**config.mk**
```make
export PLATFORM = sky130hd
export DESIGN_NAME = seg7_scan_driver
export DESIGN_NICKNAME = d
export VERILOG_FILES = /design/src/rtl/seg7_scan_driver.sv
export SDC_FILE = /design/constraint.sdc
export NUM_CORES = 1
export LEC_CHECK = 0
export ABC_AREA = 1
export CORE_MARGIN = 3
export CORE_UTILIZATION = 46
export CTS_BUF_LIST = sky130_fd_sc_hd__clkbuf_2 sky130_fd_sc_hd__clkbuf_4 sky130_fd_sc_hd__clkbuf_8
export DETAILED_ROUTE_END_ITERATION = 12
export PLACE_DENSITY = 0.67
export SLEW_MARGIN = 10
export SYNTH_ARGS = -nofsm -noshare
export SYNTH_HDL_FRONTEND = slang
export SYNTH_HIERARCHICAL = 1
export SYNTH_SLANG_ARGS = --single-unit
```
**constraint.sdc**
```tcl
create_clock -name clock -period 3.6 [get_ports clock]
set_input_delay 0.54 -clock clock [delete_from_list [all_inputs] [get_ports clock]]
set_output_delay 0.54 -clock clock [all_outputs]
set_load 0.05 [all_outputs]
```
**src/rtl/seg7_scan_driver.sv**
```systemverilog
// seg7_scan_driver: time-multiplexed N-digit seven-segment scanner with PWM
// brightness, per-digit blanking and tear-free (frame-synchronous) updates.
// Optional feature: define SEG7_LAMP_TEST_EN to add the lamp_test input.

// Per-digit storage lane: pending regs take every load, active regs take
// pending at the frame boundary (or the live inputs on a boundary load).
module seg7_digit_lane (
  input  logic       clock,
  input  logic       reset_n,
  input  logic [3:0] nib_in,
  input  logic       dot_in,
  input  logic       blank_in,
  input  logic       load,
  input  logic       commit,
  output logic [3:0] nib_act,
  output logic       dot_act,
  output logic       blank_act
);
  logic [3:0] nib_pend;
  logic       dot_pend;
  logic       blank_pend;

  // Capture into pending on load; promote to active on frame commit
  always_ff @(posedge clock or negedge reset_n) begin
    if (!reset_n) begin
      nib_pend   <= '0;
      dot_pend   <= 1'b0;
      blank_pend <= 1'b0;
      nib_act    <= '0;
      dot_act    <= 1'b0;
      blank_act  <= 1'b0;
    end else begin
      if (load) begin
        nib_pend   <= nib_in;
        dot_pend   <= dot_in;
        blank_pend <= blank_in;
      end
      if (commit) begin
        nib_act   <= load ? nib_in   : nib_pend;
        dot_act   <= load ? dot_in   : dot_pend;
        blank_act <= load ? blank_in : blank_pend;
      end
    end
  end
endmodule

module seg7_scan_driver #(
  parameter int DIGITS     = 4,
  parameter int SUB_DIV    = 1563,
  parameter int BRIGHT_W   = 4,
  parameter bit ACTIVE_LOW = 1
) (
  input  logic                  clock,
  input  logic                  reset_n,
  input  logic [4*DIGITS-1:0]   digits_in,
  input  logic [DIGITS-1:0]     dots_in,
  input  logic [DIGITS-1:0]     blank_in,
  input  logic                  load,
  input  logic [BRIGHT_W-1:0]   brightness,
`ifdef SEG7_LAMP_TEST_EN
  input  logic                  lamp_test,
`endif
  output logic [DIGITS-1:0]     anode,
  output logic [6:0]            segment,
  output logic                  dot,
  output logic                  frame_done
);
  localparam int SUB_W = (SUB_DIV > 1) ? $clog2(SUB_DIV) : 1;
  localparam int IDX_W = (DIGITS > 1) ? $clog2(DIGITS) : 1;

  logic [SUB_W-1:0]    sub_cnt;
  logic [BRIGHT_W-1:0] sub_idx;
  logic [IDX_W-1:0]    idx;
  logic                sub_wrap, idx_wrap, frame_wrap;

  logic [DIGITS-1:0][3:0] nib_act;
  logic [DIGITS-1:0]      dot_act;
  logic [DIGITS-1:0]      blank_act;

  logic                lit;
  logic [DIGITS-1:0]   anode_d;
  logic [6:0]          seg_d;
  logic                dot_d;

  function automatic logic [6:0] hexdecode(input logic [3:0] n);
    case (n)
      4'h0: hexdecode = 7'h3F;  4'h1: hexdecode = 7'h06;
      4'h2: hexdecode = 7'h5B;  4'h3: hexdecode = 7'h4F;
      4'h4: hexdecode = 7'h66;  4'h5: hexdecode = 7'h6D;
      4'h6: hexdecode = 7'h7D;  4'h7: hexdecode = 7'h07;
      4'h8: hexdecode = 7'h7F;  4'h9: hexdecode = 7'h6F;
      4'hA: hexdecode = 7'h77;  4'hB: hexdecode = 7'h7C;
      4'hC: hexdecode = 7'h39;  4'hD: hexdecode = 7'h5E;
      4'hE: hexdecode = 7'h79;  default: hexdecode = 7'h71;
    endcase
  endfunction

  assign sub_wrap   = (sub_cnt == SUB_W'(SUB_DIV - 1));
  assign idx_wrap   = sub_wrap && (sub_idx == {BRIGHT_W{1'b1}});
  assign frame_wrap = idx_wrap && (idx == IDX_W'(DIGITS - 1));

  // Scan counters: sub-slot divider -> PWM sub-slot index -> digit index
  always_ff @(posedge clock or negedge reset_n) begin
    if (!reset_n) begin
      sub_cnt <= '0;
      sub_idx <= '0;
      idx     <= '0;
    end else begin
      sub_cnt <= sub_wrap ? '0 : sub_cnt + 1'b1;
      if (sub_wrap) sub_idx <= sub_idx + 1'b1;
      if (idx_wrap) idx <= frame_wrap ? '0 : idx + 1'b1;
    end
  end

  genvar g;
  generate
    for (g = 0; g < DIGITS; g++) begin : g_lane
      seg7_digit_lane u_lane (
        .clock     (clock),
        .reset_n   (reset_n),
        .nib_in    (digits_in[4*g +: 4]),
        .dot_in    (dots_in[g]),
        .blank_in  (blank_in[g]),
        .load      (load),
        .commit    (frame_wrap),
        .nib_act   (nib_act[g]),
        .dot_act   (dot_act[g]),
        .blank_act (blank_act[g])
      );
    end
  endgenerate

  // Lit decision and active-high pin values for the digit being scanned;
  // sub-slot 0 is always dark so the anode switch never ghosts.
  always_comb begin
`ifdef SEG7_LAMP_TEST_EN
    if (lamp_test)
      lit = (sub_idx != '0);
    else
`endif
      lit = (sub_idx != '0) && (sub_idx <= brightness) && !blank_act[idx];
    anode_d = '0;
    seg_d   = '0;
    dot_d   = 1'b0;
    if (lit) begin
      anode_d = DIGITS'(1) << idx;
      seg_d   = hexdecode(nib_act[idx]);
      dot_d   = dot_act[idx];
`ifdef SEG7_LAMP_TEST_EN
      if (lamp_test) begin
        seg_d = 7'h7F;
        dot_d = 1'b1;
      end
`endif
    end
  end

  // Registered pins with polarity applied; reset drives them inactive at once
  always_ff @(posedge clock or negedge reset_n) begin
    if (!reset_n) begin
      anode      <= {DIGITS{ACTIVE_LOW}};
      segment    <= {7{ACTIVE_LOW}};
      dot        <= ACTIVE_LOW;
      frame_done <= 1'b0;
    end else begin
      anode      <= anode_d ^ {DIGITS{ACTIVE_LOW}};
      segment    <= seg_d ^ {7{ACTIVE_LOW}};
      dot        <= dot_d ^ ACTIVE_LOW;
      frame_done <= frame_wrap;
    end
  end
endmodule

```
Word-level counts from Yosys, hierarchy flattened
Memory sizes are Yosys's and may differ from the RTL's.
Index checks and enable logic that the tools add are counted.
{"block": "classes", "eq_ne": 3, "shifts": 1, "addsub": 3, "n_reduce_logical": 6, "bitwise": 3, "n_lt_le_gt_ge": 2, "n_mux": 23}
{"operator": "$mux 4", "count": 6}
{"operator": "$add 11x1->11 const B", "count": 1}
{"operator": "$eq 11x11->1 const B", "count": 1}
{"operator": "$mux 1", "count": 11}
{"operator": "$mux 11", "count": 1}
{"operator": "$bmux 4 s2", "count": 1}
{"operator": "$mux 7", "count": 1}
{"operator": "$not 7->7", "count": 1}
{"operator": "$add 4x1->4 const B", "count": 1}
{"operator": "$bmux 1 s2", "count": 2}
{"operator": "$eq 4x4->1 const B", "count": 1}
{"operator": "$le 4x4->1", "count": 1}
{"operator": "$logic_and 1x1->1", "count": 4}
{"operator": "$not 4->4", "count": 1}
{"operator": "$reduce_bool 4->1", "count": 1}
{"operator": "$shl 1x2->4 const A", "count": 1}
{"operator": "$lt 2x3->1 const B", "count": 1}
{"operator": "$add 2x1->2 const B", "count": 1}
{"operator": "$eq 2x2->1 const B", "count": 1}
{"operator": "$mux 2", "count": 1}
{"operator": "$logic_not 1->1", "count": 1}
{"operator": "$not 1->1", "count": 1}
{"block": "totals", "ff_bits": 78, "romBits": 112, "output_inout_bits": 13, "inputBits": 31, "mem_count": 1, "wordCells": 73}
{"memory": "(name not given)", "depth": 16, "word_bits": 7, "read_ports": 1, "rd_ports_with_merged_regs": 0, "wr": 0, "line": "86", "text": "case (n)"}

Longest topological paths before layout
{"block": "depth", "ltp_word": 6, "ltp_mapped": 11, "mapped_depth_nobuf": 11}

By module
Netlist, hierarchy kept.
{"mod": "seg7_digit_lane", "cells_per_inst": 62, "area_per_inst_um2": 513.0, "n_inst": 4}
{"mod": "seg7_scan_driver", "cells_per_inst": 256, "area_per_inst_um2": 1980.6, "n_inst": 1}

Worst setup path after synthesis
No wires, ideal clock.
{"block": "synth_path", "path_type": "register -> register", "from": "register sub_cnt[0]", "to": "register g_lane[0].u_lane.blank_act", "path_stages_with_launch": 12, "t_arrival_ps": 3096, "path_slack_ps": 383, "setup_time_ps": 121, "synth_period_minus_slack_ps": 3217, "n_path_buf": 0, "cell_sequence": "dfrtp_1 > inv_1 > ha_1 > inv_1 > nor2_1 > nand3b_4 > nor2_4 > nand3_1 > nor3_1 > inv_1 > nand2_1 > nand2_1"}
{"block": "synth_via", "elab_chain_cells": 3}
{"element": "start: declaration", "line": "71", "text": "logic [SUB_W-1:0] sub_cnt;"}
{"element": "start signal: assignment", "line": "109", "text": "sub_cnt <= sub_wrap ? '0 : sub_cnt + 1'b1;"}
{"element": "$eq 11x11->1", "line": "98", "text": "assign sub_wrap = (sub_cnt == SUB_W'(SUB_DIV - 1));"}
{"element": "$logic_and 1x1->1", "line": "99", "text": "assign idx_wrap = sub_wrap && (sub_idx == {BRIGHT_W{1'b1}});"}
{"element": "$logic_and 1x1->1", "line": "100", "text": "assign frame_wrap = idx_wrap && (idx == IDX_W'(DIGITS - 1));"}
{"element": "net frame_wrap", "line": "74", "text": "logic sub_wrap, idx_wrap, frame_wrap;"}
{"element": "end signal: assignment", "line": "41", "text": "blank_act <= load ? blank_in : blank_pend;"}
{"element": "end: declaration", "line": "17", "text": "output logic blank_act"}
The timed path passes the listed nets, and every way through them passes these cells.
A chain may end at the register's enable or synchronous reset.

Worst setup path after layout
{"block": "layout_path", "from": "register sub_cnt[0]", "to": "register g_lane[2].u_lane.nib_act[3]"}
{"block": "layout_via", "elab_chain_cells": 3}
{"element": "$eq 11x11->1", "line": "98"}
{"element": "$logic_and 1x1->1", "line": "99"}
{"element": "$logic_and 1x1->1", "line": "100"}
{"element": "net frame_wrap", "line": "74"}
{"element": "end signal: assignment", "line": "39", "text": "nib_act <= load ? nib_in : nib_pend;"}
{"element": "end: declaration", "line": "15", "text": "output logic [3:0] nib_act,"}
The timed path passes the listed nets, and every way through them passes these cells.

==> flow_summary.json <==
{
  "status": "finished, final reports clean",
  "synth_seq_area_share_pct": 48.77,
  "initial_core_util_pct": 48.11,
  "finalCritPeriodShare_pct": 61.43,
  "required_ns": 3.84,
  "cts_buffers": 9,
  "layout-drive-gt1-share_pct": 9.609,
  "synth_edf_count": 0,
  "synth_warnings": 6,
  "cts_hold_buffers": 0,
  "cts_sinks": 78,
  "post_cts_buffers": 0,
  "wl_um": 7619,
  "synth_top_area_cell": "dfrtp_1",
  "drv_slew": 0,
  "whs_ns": 0.3230,
  "setup_viol": 0,
  "avgSynthCellArea_um2": 8.001,
  "clock_path_buffers": 2,
  "num_rows": 33,
  "place_congestion": 0.8319,
  "routedWlPerCell_um": 11.42,
  "maxSlewHeadroom_pct": 30.05,
  "synth_nets": 553,
  "clockRootBuffer": "clkbuf_8",
  "cts_resized": 0,
  "power.density_nw_per_um2": 371.3,
  "antenna_found_initial": 0,
  "route.detailed.drc": 0,
  "path_clk_slew_ns": 0.08,
  "route.met3.wl_um": 328,
  "io_buffer_count": 43,
  "cap_violations": 0,
  "rsz0062_at_grt": "no",
  "grt_usage_pct": 16.75,
  "drt_iter0_drc": 115,
  "reg2reg_setup_slack_ns": 1.39,
  "synthTopCellsByArea": "dfrtp_1 41%, nand2_1 16%, dfstp_2 7.8%",
  "hpwl_um": 5427,
  "hold_path.class": "in2async",
  "skew_ns": 0.009422,
  "period_needed_ns": 2.211,
  "ys_dominant_reg_cell": "dfrtp_1",
  "clkLatencyLatePin_ns": 0.35,
  "synthArstFlopShare_pct": 100.0,
  "fin_util_pct": 57.59,
  "antennaDiodeCount": 0,
  "endpoint_kind": "register",
  "synth_top_area_share_pct": 40.96,
  "synth_cell_types": 28,
  "cp_max_fo": 29,
  "synthTopCellsByCount": "169 x nand2_1, 80 x inv_1, 66 x dfrtp_1",
  "fp.coreArea_um2": 8382,
  "dr_total_vias": 3121,
  "worstMarginPinSlew_ns": 1.046,
  "ys_ff_latch": 78,
  "dieArea_um2": 9926,
  "hold_viol_final": 0,
  "grt_max_degree": 79,
  "die_h_um": 99.63,
  "die_x_um": 99.63,
  "yosysMostFrequentCell": "nand2_1",
  "gr-total-overflow": 0,
  "firstDrtPassIters": 4,
  "drtAntennaViolNets": 0,
  "routedLengthMet1_um": 3624,
  "dpl_cell_area_um2": 4586,
  "crit_type": "reg2reg",
  "synthesis.area_um2": 4033,
  "met2_length_um": 3577,
  "h-tree-depth": 3,
  "pin_count": 44,
  "fmax_mhz": 452.2,
  "cts_tree": "yes",
  "grt_pass1_vias": 3065,
  "grt_pass1_wl_um": 13420,
  "tns_ns": 0,
  "cp.arrival_ns": 2.45,
  "syn_to_final_growth_pct": 19.70,
  "design_area_um2": 4827,
  "worst_setup_path_start_kind": "register",
  "highest_layer": "met4",
  "vias_per_cell": 4.679,
  "leakagePower_nw": 2.430,
  "nNetsFinal": 606,
  "peakVddDrop_uv": 244.7,
  "synth_cells": 504
}
where the power goes:
part | switching, mW | leakage (nW) | internal [mW]
clock | 0.322 | 0.119 | 0.450
combinational | 0.0612 | 1.47 | 0.0546
sequential | 0.00552 | 0.840 | 0.899
layout by cell type (no fill, tap or decap):
master	instances
inv_2	7
nand3_2	2
nor3b_1	1
o22ai_1	1
inv_6	1
o21ai_1	1
ha_1	18
bufinv_16	2
nor2_4	1
clkinvlp_4	1
nand3b_1	2
and2_1	24
nand2_1	169
xnor2_1	2
nand3_1	52
nor3_2	2
a21oi_1	3
xor2_1	6
nand3b_4	2
o21ai_0	6
nor3_1	2
nand2_2	8
clkbuf_8	12
dfrtp_1	66
nor2_1	31
clkdlybuf4s50_1	42
nor2_8	1
or2_2	1
nand4_1	2
inv_1	80
dfstp_2	12
buf_4	2
worst paths after layout:
kind                            cells after the start                           to                        start
max in group asynchronous                           1   g_lane[2].u_lane/blank_act                      reset_n
worst min register to register                      2  g_lane[0].u_lane/nib_act[1]  g_lane[0].u_lane/nib_act[1]
worst max-delay path                               12  g_lane[2].u_lane/nib_act[3]                   sub_cnt[0]
worst min-delay path                                1                   sub_cnt[5]                      reset_n
min in group clock                                  2  g_lane[0].u_lane/nib_act[1]  g_lane[0].u_lane/nib_act[1]
worst max register to register                     12  g_lane[2].u_lane/nib_act[3]                   sub_cnt[0]
cell type report:
cell class                      count  area [um2]
Fill cell                         768        3555
Clock buffer                       12       165.2
Clock inverter                      4       76.32
Inverter                           87       326.6
Multi-Input combinational cell    337        1725
Sequential cell                    78        1967
Timing Repair Buffer               44       435.4
Tap cell                          105       131.4
logic make-up after synthesis:
logic type,synth area share (%)
fa+ha+maj,5.585
compound gates,1.396
flops,48.77
simple gates,33.94
buf+inv,8.564
xor+xnor,1.738
per-layer routing:
metal,vias up,track usage (%)
met5,-,0
met4,0,4.517
met2,57,27.89
met3,6,4.698
li1,1633,-
met1,1425,21.51
flip-flops by register name (all words and copies together) (netlist names), 4 cells and up:
name	count
g_lane.u_lane/nib_pend	16
sub_idx	4
g_lane.u_lane/nib_act	16
sub_cnt	11
g_lane.u_lane/dot_act	4
g_lane.u_lane/blank_act	4
g_lane.u_lane/dot_pend	4
segment	7
anode	4
g_lane.u_lane/blank_pend	4
critical path, cell delays in order (launching register included):
cell and delay (ns):
dfrtp_1 0.42, inv_1 0.07, ha_1 0.14, inv_1 0.06, nor2_1 0.17, nand3b_4 0.10, nor2_4 0.22, nand3_1 0.12
nor3_2 0.12, buf_4 0.33, inv_1 0.17, nand2_1 0.10, nand2_1 0.06
metrics by stage:
stage	setup slack [ns]	total power, mW	cells
finish	1.389	1.792	667
global route	1.161	1.871	667
CTS	1.361	1.818	667
detailed placement	1.355	1.040	651
global placement	1.392	1.037	651
floorplan	0.3830	0.9750	504
(Power assumes the default switching activity.)
